==> config.mk <==
export PLATFORM = sky130hd
export DESIGN_NAME = event_wb_initiator
export DESIGN_NICKNAME = d
export VERILOG_FILES = /design/src/rtl/event_wb_initiator.sv
export SDC_FILE = /design/constraint.sdc
export NUM_CORES = 1
export LEC_CHECK = 0
export CORE_MARGIN = 2
export CORE_UTILIZATION = 47
export DETAILED_ROUTE_END_ITERATION = 6
export GPL_ROUTABILITY_DRIVEN = 0
export GPL_TIMING_DRIVEN = 0
export PLACE_DENSITY = 0.88
export SLEW_MARGIN = 20
export SYNTH_ARGS = -nofsm -noshare
export SYNTH_HDL_FRONTEND = slang
export SYNTH_SLANG_ARGS = --single-unit
==> constraint.sdc <==
create_clock -name wb_clk_i -period 5.4 [get_ports wb_clk_i]
set_clock_uncertainty 0.05 [all_clocks]
set_input_delay 0.81 -clock wb_clk_i [delete_from_list [all_inputs] [get_ports wb_clk_i]]
set_output_delay 0.81 -clock wb_clk_i [all_outputs]
set_load 0.05 [all_outputs]
==> src/rtl/event_wb_initiator.sv <==
// Event-driven Wishbone initiator: one command -> one bus cycle -> one response.
// Optional retry-on-rty support via EVENT_WB_INITIATOR_RETRY_EN.
module event_wb_initiator #(
    parameter int TIMEOUT   = 255,
    parameter int RETRY_MAX = 3
) (
    input  logic        wb_clk_i,
    input  logic        rst_i,
    input  logic        cmd_valid_i,
    output logic        cmd_ready_o,
    input  logic        cmd_we_i,
    input  logic [12:0] cmd_adr_i,
    input  logic [31:0] cmd_dat_i,
    input  logic [3:0]  cmd_sel_i,
    output logic        wb_cyc_o,
    output logic        wb_stb_o,
    output logic        wb_we_o,
    output logic [12:0] wb_adr_o,
    output logic [31:0] wb_dat_o,
    output logic [3:0]  wb_sel_o,
    input  logic [31:0] wb_dat_i,
    input  logic        wb_ack_i,
    input  logic        wb_err_i,
    input  logic        wb_rty_i,
    output logic        rsp_valid_o,
    input  logic        rsp_ready_i,
    output logic [31:0] rsp_dat_o,
    output logic [1:0]  rsp_status_o,
    output logic        busy_o,
    output logic [15:0] fail_count_o
);

    typedef enum logic [1:0] {IDLE, CYCLE, GAP, RESP} state_t;

    localparam logic [15:0] TMO_LAST = 16'(TIMEOUT - 1);

    state_t      state_q, state_d;
    logic [15:0] tmo_q, tmo_d;
    logic        we_lat_q, we_lat_d;
    logic [12:0] adr_q, adr_d;
    logic [31:0] dat_q, dat_d;
    logic [3:0]  sel_q, sel_d;
    logic [31:0] rsp_dat_q, rsp_dat_d;
    logic [1:0]  rsp_status_q, rsp_status_d;
    logic [15:0] fail_q, fail_d;
    logic        cyc_q, cyc_d;
    logic        we_q, we_d;
    logic        rdy_q, rdy_d;
    logic        busy_q, busy_d;
    logic        rsp_valid_q, rsp_valid_d;

`ifdef EVENT_WB_INITIATOR_RETRY_EN
    logic [3:0]  retry_q, retry_d;
`else
    logic [3:0]  retry_max_unused;
    assign retry_max_unused = 4'(RETRY_MAX);
`endif

    always_comb begin
        state_d      = state_q;
        tmo_d        = tmo_q;
        we_lat_d     = we_lat_q;
        adr_d        = adr_q;
        dat_d        = dat_q;
        sel_d        = sel_q;
        rsp_dat_d    = rsp_dat_q;
        rsp_status_d = rsp_status_q;
        fail_d       = fail_q;
`ifdef EVENT_WB_INITIATOR_RETRY_EN
        retry_d      = retry_q;
`endif
        unique case (state_q)
            IDLE: begin
                if (cmd_valid_i && rdy_q) begin
                    we_lat_d = cmd_we_i;
                    adr_d    = cmd_adr_i;
                    dat_d    = cmd_dat_i;
                    sel_d    = cmd_sel_i;
                    tmo_d    = 16'd0;
                    state_d  = CYCLE;
`ifdef EVENT_WB_INITIATOR_RETRY_EN
                    retry_d  = 4'd0;
`endif
                end
            end
            CYCLE: begin
                tmo_d = tmo_q + 16'd1;
                // Terminations outrank the timeout in the same cycle.
                if (wb_ack_i) begin
                    rsp_dat_d    = we_lat_q ? 32'd0 : wb_dat_i;
                    rsp_status_d = 2'b00;
                    state_d      = RESP;
                end else if (wb_err_i) begin
                    rsp_dat_d    = 32'd0;
                    rsp_status_d = 2'b01;
                    state_d      = RESP;
                end else if (wb_rty_i) begin
                    rsp_dat_d    = 32'd0;
                    rsp_status_d = 2'b10;
                    state_d      = RESP;
`ifdef EVENT_WB_INITIATOR_RETRY_EN
                    if (retry_q < 4'(RETRY_MAX)) begin
                        retry_d = retry_q + 4'd1;
                        state_d = GAP;
                    end
`endif
                end else if (tmo_q == TMO_LAST) begin
                    rsp_dat_d    = 32'hDEADDEAD;
                    rsp_status_d = 2'b11;
                    state_d      = RESP;
                end
            end
            GAP: begin
                tmo_d   = 16'd0;
                state_d = CYCLE;
            end
            RESP: begin
                if (rsp_ready_i) state_d = IDLE;
            end
            default: state_d = IDLE;
        endcase

        if (state_d == RESP && state_q != RESP &&
            rsp_status_d != 2'b00 && fail_q != 16'hFFFF)
            fail_d = fail_q + 16'd1;

        cyc_d       = (state_d == CYCLE);
        we_d        = (state_d == CYCLE) && we_lat_d;
        rdy_d       = (state_d == IDLE);
        busy_d      = (state_d != IDLE);
        rsp_valid_d = (state_d == RESP);
    end

    always_ff @(posedge wb_clk_i) begin
        if (rst_i) begin
            state_q      <= IDLE;
            tmo_q        <= 16'd0;
            we_lat_q     <= 1'b0;
            adr_q        <= 13'd0;
            dat_q        <= 32'd0;
            sel_q        <= 4'd0;
            rsp_dat_q    <= 32'd0;
            rsp_status_q <= 2'b00;
            fail_q       <= 16'd0;
            cyc_q        <= 1'b0;
            we_q         <= 1'b0;
            rdy_q        <= 1'b0;
            busy_q       <= 1'b0;
            rsp_valid_q  <= 1'b0;
`ifdef EVENT_WB_INITIATOR_RETRY_EN
            retry_q      <= 4'd0;
`endif
        end else begin
            state_q      <= state_d;
            tmo_q        <= tmo_d;
            we_lat_q     <= we_lat_d;
            adr_q        <= adr_d;
            dat_q        <= dat_d;
            sel_q        <= sel_d;
            rsp_dat_q    <= rsp_dat_d;
            rsp_status_q <= rsp_status_d;
            fail_q       <= fail_d;
            cyc_q        <= cyc_d;
            we_q         <= we_d;
            rdy_q        <= rdy_d;
            busy_q       <= busy_d;
            rsp_valid_q  <= rsp_valid_d;
`ifdef EVENT_WB_INITIATOR_RETRY_EN
            retry_q      <= retry_d;
`endif
        end
    end

    assign cmd_ready_o  = rdy_q;
    assign wb_cyc_o     = cyc_q;
    assign wb_stb_o     = cyc_q;
    assign wb_we_o      = we_q;
    assign wb_adr_o     = adr_q;
    assign wb_dat_o     = dat_q;
    assign wb_sel_o     = sel_q;
    assign rsp_valid_o  = rsp_valid_q;
    assign rsp_dat_o    = rsp_dat_q;
    assign rsp_status_o = rsp_status_q;
    assign busy_o       = busy_q;
    assign fail_count_o = fail_q;

endmodule

==> impl_metrics.py, run 1 <==
metrics = {
    "grt": {
        "grt_first_pass_wirelength_um": 24670,
        "antenna_found_initial": 0,
        "grt_pass1_vias": 5218,
        "grt_start_max_net_pins": 17,
        "grt_usage_pct": 26.91,
        "grt_overflow": 0,
    },
    "worst_setup_path": {
        "ff2ff_setup_slack_ps": 3170,
        "worst_path_largest_cell_delay_ps": 880,
        "cp-endpoint": "fail_count_o[8]",
        "r2r_cells": 7,
        "setup.worst_path.end_class": "output port",
        "cp_cell_sequence": "clkdlybuf4s50_1",
        "crit_cells": 1,
        "critPathRequiredTime_ps": 4540,
        "cp_top_family": "buffers and inverters",
        "crit_type": "register to output port",
        "timing.rr.end": "rsp_dat_o[16]",
        "cp_slowest_cell": "clkdlybuf4s50_1",
        "crit_buf_inv": 1,
        "critical_path.startpoint": "fail_count_o[8]",
        "crit_arrival_ps": 1830,
        "reg2reg_from": "tmo_q[1]",
        "cp-start-kind": "register",
        "crit_path_max_fanout": 7,
    },
    "yosys": {
        "syn-mean-instance-area_um2": 8.156,
        "ys_seq_area_share_pct": 48.77,
        "synth-edff-count": 0,
        "synth_warnings": 0,
        "synth_nets": 711,
        "syn_inst": 619,
        "synthDistinctLibCells": 50,
        "ys_seq_elements": 123,
        "synthArstFlopShare_pct": 0,
        "synth_ff_type": "dfxtp_1",
        "synth_area_um2": 5049,
    },
    "timing": {
        "max_freq_mhz": 372.3,
        "finalCritPeriodShare_pct": 49.75,
        "grt_setup_unrepaired": "no",
        "fin_crit_ps": 2686,
        "max_slew.worst_pin.slew_ps": 631.7,
        "setup_tns_ps": 0,
        "finalMaxSlewViolations": 0,
        "max_slew_margin_pct": 57.88,
        "hold_viol_final": 0,
        "setup_viol": 0,
    },
    "cells_and_area": {
        "layout_common_cells": "192 x clkdlybuf4s50_1, 123 x dfxtp_1, 122 x nand2_1, 108 x a21oi_1, 52 x nor2_1",
        "diodes": 0,
        "area_growth_pct": 52.66,
        "fillers": 752,
        "final_layout_size_suffix_gt1_share_pct": 7.482,
        "multi_input_area_um2": 2344,
        "register_area_um2": 2462,
        "final_nets": 922,
        "layout.cells.non_filler": 978,
        "layout_commonest_cell": "clkdlybuf4s50_1",
    },
    "route": {
        "drt_iter0_markers": 324,
        "ant_nets": 0,
        "wire_per_inst_um": 15.79,
        "drt_wl_total_um": 15440,
        "drc_errors": 0,
        "dr.pass1.iters": 5,
        "vias": 5328,
        "via_per_inst": 5.448,
    },
    "floorplan": {
        "die_x_um": 107.6,
        "die_height_um": 107.6,
        "io_pins": 194,
        "fp.coreArea_um2": 10370,
        "fp-row-count": 37,
        "die_area_um2": 11590,
        "start_util_pct": 48.68,
    },
    "min_path": {
        "hold_path_class": "register to register",
    },
    "run_status": {
        "status": "completed",
    },
    "clock_tree": {
        "cts_root_buf": "clkbuf_8",
        "cts_tree": "done",
        "cts.sinks": 123,
        "cts_resized": 0,
        "ctsHoldBuffers": 0,
        "htree_levels": 4,
        "cts_setup_buffers": 0,
        "cts_max_path_buffers": 2,
        "cts_buffers": 17,
        "insertion_delay_ps": 510,
        "path_clk_slew_ps": 60,
    },
    "placed_design": {
        "dpl.hpwl_um": 11410,
        "port_buffers": 192,
        "dp.cells": 947,
    },
    "power_and_ir_drop": {
        "ir_worst_vdd_mv": 0.2530,
        "power_mw": 2.605,
        "p_leak_nw": 2.678,
        "p_per_area_nw_per_um2": 338.0,
    },
    "flow_run": {
        "max_cap_viol_count": 0,
    },
}
## registers in the layout (all words and copies together) (netlist names)
signal and flops:
rsp_dat_o 32, rsp_valid_o 1, fail_count_o 16, wb_we_o 1
we_lat_q 1, tmo_q 16, wb_adr_o 13, wb_dat_o 32
busy_o 1, wb_sel_o 4, wb_cyc_o 1, state_q 2
rsp_status_o 2, cmd_ready_o 1
## metal layers
metal | track usage, % | part of all wire (%)
met2 | 47.30 | 50
met3 | 10.23 | 9.2
met1 | 29.41 | 39
met4 | 9.707 | 1.6
met5 | 0 | 0
## kinds of logic (layout without fill, tap and decap cells)
logic type / count (synthesis) / after routing / share of synthesized area, %
xor+xnor: 1 / 1 / 0.1735
flops: 123 / 123 / 48.77
compound gates: 150 / 150 / 17.10
buf+inv: 58 / 281 / 4.808
simple gates: 278 / 278 / 27.06
mux: 6 / 6 / 1.338
fa+ha+maj: 3 / 3 / 0.7436
## worst min path at each step
stage                              from            end  slack (ps)  cells past startpoint
after global routing        wb_sel_o[0]    wb_sel_o[0]         420                      2
after floorplan                we_lat_q       we_lat_q         400                      2
final                       wb_sel_o[0]    wb_sel_o[0]         400                      2
after detailed placement  rsp_dat_o[13]  rsp_dat_o[13]         400                      2
after CTS                 rsp_dat_o[13]  rsp_dat_o[13]         400                      2
after global placement    rsp_dat_o[13]  rsp_dat_o[13]         390                      2
## report_power, final
part	switching [mW]	total [mW]	internal [mW]
clock	0.397	1.07	0.675
sequential	0.0309	0.991	0.960
combinational	0.344	0.542	0.197
total	0.772	2.60	1.83
## cells in the mapped netlist (2+ instances only)
library cell | number | area share (%)
nand4_1 | 7 | 0.87
a41oi_1 | 3 | 0.52
a21oi_1 | 108 | 11
nor4_2 | 2 | 0.50
clkbuf_1 | 35 | 2.6
nand2_1 | 122 | 9.1
and4_4 | 2 | 0.45
a211oi_1 | 6 | 0.89
mux2_1 | 4 | 0.89
nor4b_2 | 4 | 1.2
nand3_1 | 19 | 1.9
inv_1 | 10 | 0.74
nor2b_1 | 8 | 0.99
nor3_1 | 25 | 2.5
or4_1 | 4 | 0.59
and2_1 | 3 | 0.37
o31ai_1 | 3 | 0.45
mux2_2 | 2 | 0.45
dfxtp_1 | 123 | 49
ha_1 | 3 | 0.74
or3_1 | 4 | 0.50
buf_2 | 8 | 0.79
nor2_1 | 52 | 3.9
or4b_1 | 3 | 0.59
buf_1 | 2 | 0.15
and3_1 | 8 | 0.99
nand4b_1 | 3 | 0.52
a311oi_1 | 5 | 0.87
a31o_2 | 3 | 0.52
o21ai_0 | 11 | 1.1
a21o_1 | 2 | 0.30
buf_4 | 2 | 0.30
a31oi_1 | 3 | 0.37
o41ai_1 | 2 | 0.35
and4_1 | 3 | 0.52
## cell type report
cell class,instances,area share [%]
Clock buffer,20,5.779
Timing Repair Buffer,192,24.94
Sequential cell,123,31.95
Tap cell,136,2.208
Multi-Input combinational cell,438,30.41
Inverter,10,0.4870
Clock inverter,11,1.575
Buffer,48,2.662
## metrics by stage
stage | instance area, um2 | utilization [%] | setup slack (ps) | hold WS [ps]
floorplan | 5049 | - | 3135 | 399.2
detailed placement | 7141 | 68.86 | 2363 | 396.1
finish | 7707 | 74.32 | 2714 | 401.3
CTS | 7707 | 74.32 | 2690 | 403.8
global route | 7707 | 74.32 | 2642 | 419.3
global placement | 7141 | 68.86 | 2482 | 389.9
Note: power is estimated with default switching activity, not from simulation.
==> inputs of run 2 (changes only) <==
- CORE_UTILIZATION: 47 -> 44
- PLACE_DENSITY: 0.88 -> 0.83
- clock period: 5.4 -> 2.6 ns (I/O delays scaled with it)
==> run 2 against run 1 <==
Net effect: sequential share of layout area is 0.18 points lower; register-to-register slack worse by 2800 ps; combinational power is 110% higher; worst setup slack worse by 2400 ps; hold slack worse by 3.9 ps.
==> impl_metrics.py, run 2 (synthesis gave the netlist of run 1 again) <==
metrics = {
    "cells_and_area": {
        "layout_common_cells": "192 x clkdlybuf4s50_1, 123 x dfxtp_1, 122 x nand2_1, 108 x a21oi_1, 52 x nor2_1",
        "diodes": 0,
        "final_layout_size_suffix_gt1_share_pct": 7.473,
        "multi_input_area_um2": 2344,
        "layout_commonest_cell": "clkdlybuf4s50_1",
        "register_area_um2": 2462,
        "fillers": 887,
        "area_growth_pct": 53.53,
        "final_nets": 922,
        "layout.cells.non_filler": 986,
    },
    "power_and_ir_drop": {
        "p_clk_share_pct": 43.0,
        "p_sw_share_pct": 30.00,
        "p_leak_nw": 2.693,
        "internal_power_mw": 3.918,
        "p_switching_mw": 1.679,
        "p_per_area_nw_per_um2": 722.1,
        "power_frac_seq_pct": 36.8,
        "ir_worst_vdd_mv": 0.4171,
        "power_mw": 5.597,
        "combPwrFrac_pct": 20.2,
    },
    "worst_setup_path": {
        "crit_type": "input port to register",
        "r2r_cells": 8,
        "worst_path_largest_cell_delay_ps": 580,
        "critical_path.startpoint": "wb_ack_i",
        "crit_arrival_ps": 2540,
        "ff2ff_setup_slack_ps": 370,
        "reg2reg_from": "tmo_q[0]",
        "cp-start-kind": "input port",
        "cp_slowest_cell": "clkdlybuf4s50_1",
        "crit_path_max_fanout": 10,
        "timing.rr.end": "rsp_dat_o[20]",
        "cp_cell_sequence": "clkdlybuf4s50_1, clkbuf_1, nor3_1, a21oi_2, buf_2, nand3_1, a21oi_1",
        "critPathRequiredTime_ps": 2870,
        "setup.worst_path.end_class": "register",
    },
    "timing": {
        "fin_crit_ps": 2272,
        "max_freq_mhz": 440.2,
        "hold_viol_final": 0,
        "setup_tns_ps": 0,
        "finalCritPeriodShare_pct": 87.38,
        "hold_ws_ps": 397.5,
        "grt_setup_unrepaired": "no",
        "max_slew.worst_pin.slew_ps": 702.0,
        "finalMaxSlewViolations": 0,
        "setup_viol": 0,
        "max_slew_margin_pct": 53.20,
    },
    "grt": {
        "grt_overflow": 0,
        "antenna_found_initial": 0,
        "grt_usage_pct": 25.55,
        "grt_first_pass_wirelength_um": 25860,
        "grt_pass1_vias": 5365,
        "grt_start_max_net_pins": 17,
    },
    "clock_tree": {
        "path_clk_slew_ps": 60,
        "cts_max_path_buffers": 2,
        "cts.sinks": 123,
        "insertion_delay_ps": 410,
        "cts_resized": 0,
        "cts_buffers": 17,
        "ctsHoldBuffers": 0,
        "cts_setup_buffers": 0,
        "htree_levels": 4,
        "cts_tree": "done",
        "cts_root_buf": "clkbuf_16",
    },
    "min_path": {
        "hold_path_end": "rsp_dat_o[13]",
        "whs_path_depth": 2,
        "hold_path_startpoint": "rsp_dat_o[13]",
        "hold_path_class": "register to register",
    },
    "floorplan": {
        "fp-row-count": 39,
        "die_area_um2": 12350,
        "io_pins": 194,
        "fp.coreArea_um2": 11320,
        "die_height_um": 111.1,
        "die_x_um": 111.1,
        "start_util_pct": 44.60,
    },
    "route": {
        "drt_wl_total_um": 16090,
        "wire_per_inst_um": 16.31,
        "ant_nets": 0,
        "via_per_inst": 5.514,
        "dr.pass1.iters": 5,
        "vias": 5437,
        "drt_iter0_markers": 454,
        "drc_errors": 0,
    },
    "run_status": {
        "status": "completed",
    },
    "flow_run": {
        "max_cap_viol_count": 0,
    },
    "placed_design": {
        "dp.cells": 954,
        "dpl.hpwl_um": 11790,
        "port_buffers": 192,
    },
}
## run 2: changes by cell type in the layout (fill, tap and decap cells not counted)
cell        delta
clkinvlp_4     -1
clkbuf_1       +1
clkbuf_8       -3
clkinv_4       +2
inv_6          +2
clkbuf_16      +1
bufinv_16      +1
clkinv_2       -2
## run 2: power by group through the flow
stage	Combinational, mW	Clock [mW]	Sequential [mW]
CTS	1.13	2.43	2.06
floorplan	0.334	0	2.43
finish	1.13	2.40	2.06
detailed placement	1.12	0	2.10
global route	1.20	2.53	2.07
global placement	1.10	0	2.09
## run 2: area by class of cell
type | count | area share [%]
Buffer | 48 | 2.647
Clock buffer | 19 | 5.585
Clock inverter | 13 | 2.179
Inverter | 10 | 0.4843
Multi-Input combinational cell | 438 | 30.23
Sequential cell | 123 | 31.77
Tap cell | 143 | 2.308
Timing Repair Buffer | 192 | 24.79
## run 2: critical path, delay by kind of cell
| kind | cells | cell delay [ps] |
|---|---|---|
| AO/OA/AOI/OAI | 2 | 580 |
| buffers and inverters | 3 | 1280 |
| AND/OR/NAND/NOR | 2 | 300 |
## run 2: routing by layer
| layer | up-vias | track usage [%] | wire length, um |
|---|---|---|---|
| met1 | 2560 | 29.15 | 6365 |
| met3 | 24 | 10.11 | 1654 |
| met2 | 274 | 43.35 | 7795 |
| met5 | - | 0 | 0 |
| met4 | 0 | 9.383 | 270 |
| li1 | 2579 | - | - |
## run 2: how the worst max path moves through the flow
stage	to	slack (ps)
finish	rsp_dat_o[20]	330
detailed placement	rsp_dat_o[27]	-20
CTS	rsp_dat_o[27]	370
floorplan	fail_count_o[4]	340
global placement	rsp_dat_o[6]	100
global route	rsp_dat_o[20]	190
## run 2: per-stage QoR
| step | area [um2] | util (%) | worst slack [ps] |
|---|---|---|---|
| after floorplan | 5049 | - | 335.3 |
| after global placement | 7149 | 63.15 | 103.3 |
| after detailed placement | 7149 | 63.15 | -18.47 |
| after CTS | 7751 | 68.47 | 368.6 |
| after global routing | 7751 | 68.47 | 188.6 |
| final | 7751 | 68.47 | 328.2 |
==> inputs of run 3 (changes only) <==
- SKIP_LAST_GASP: not set -> 1
==> results of run 3 <==
Final layout, timing and power as in run 2 (identical DEF).
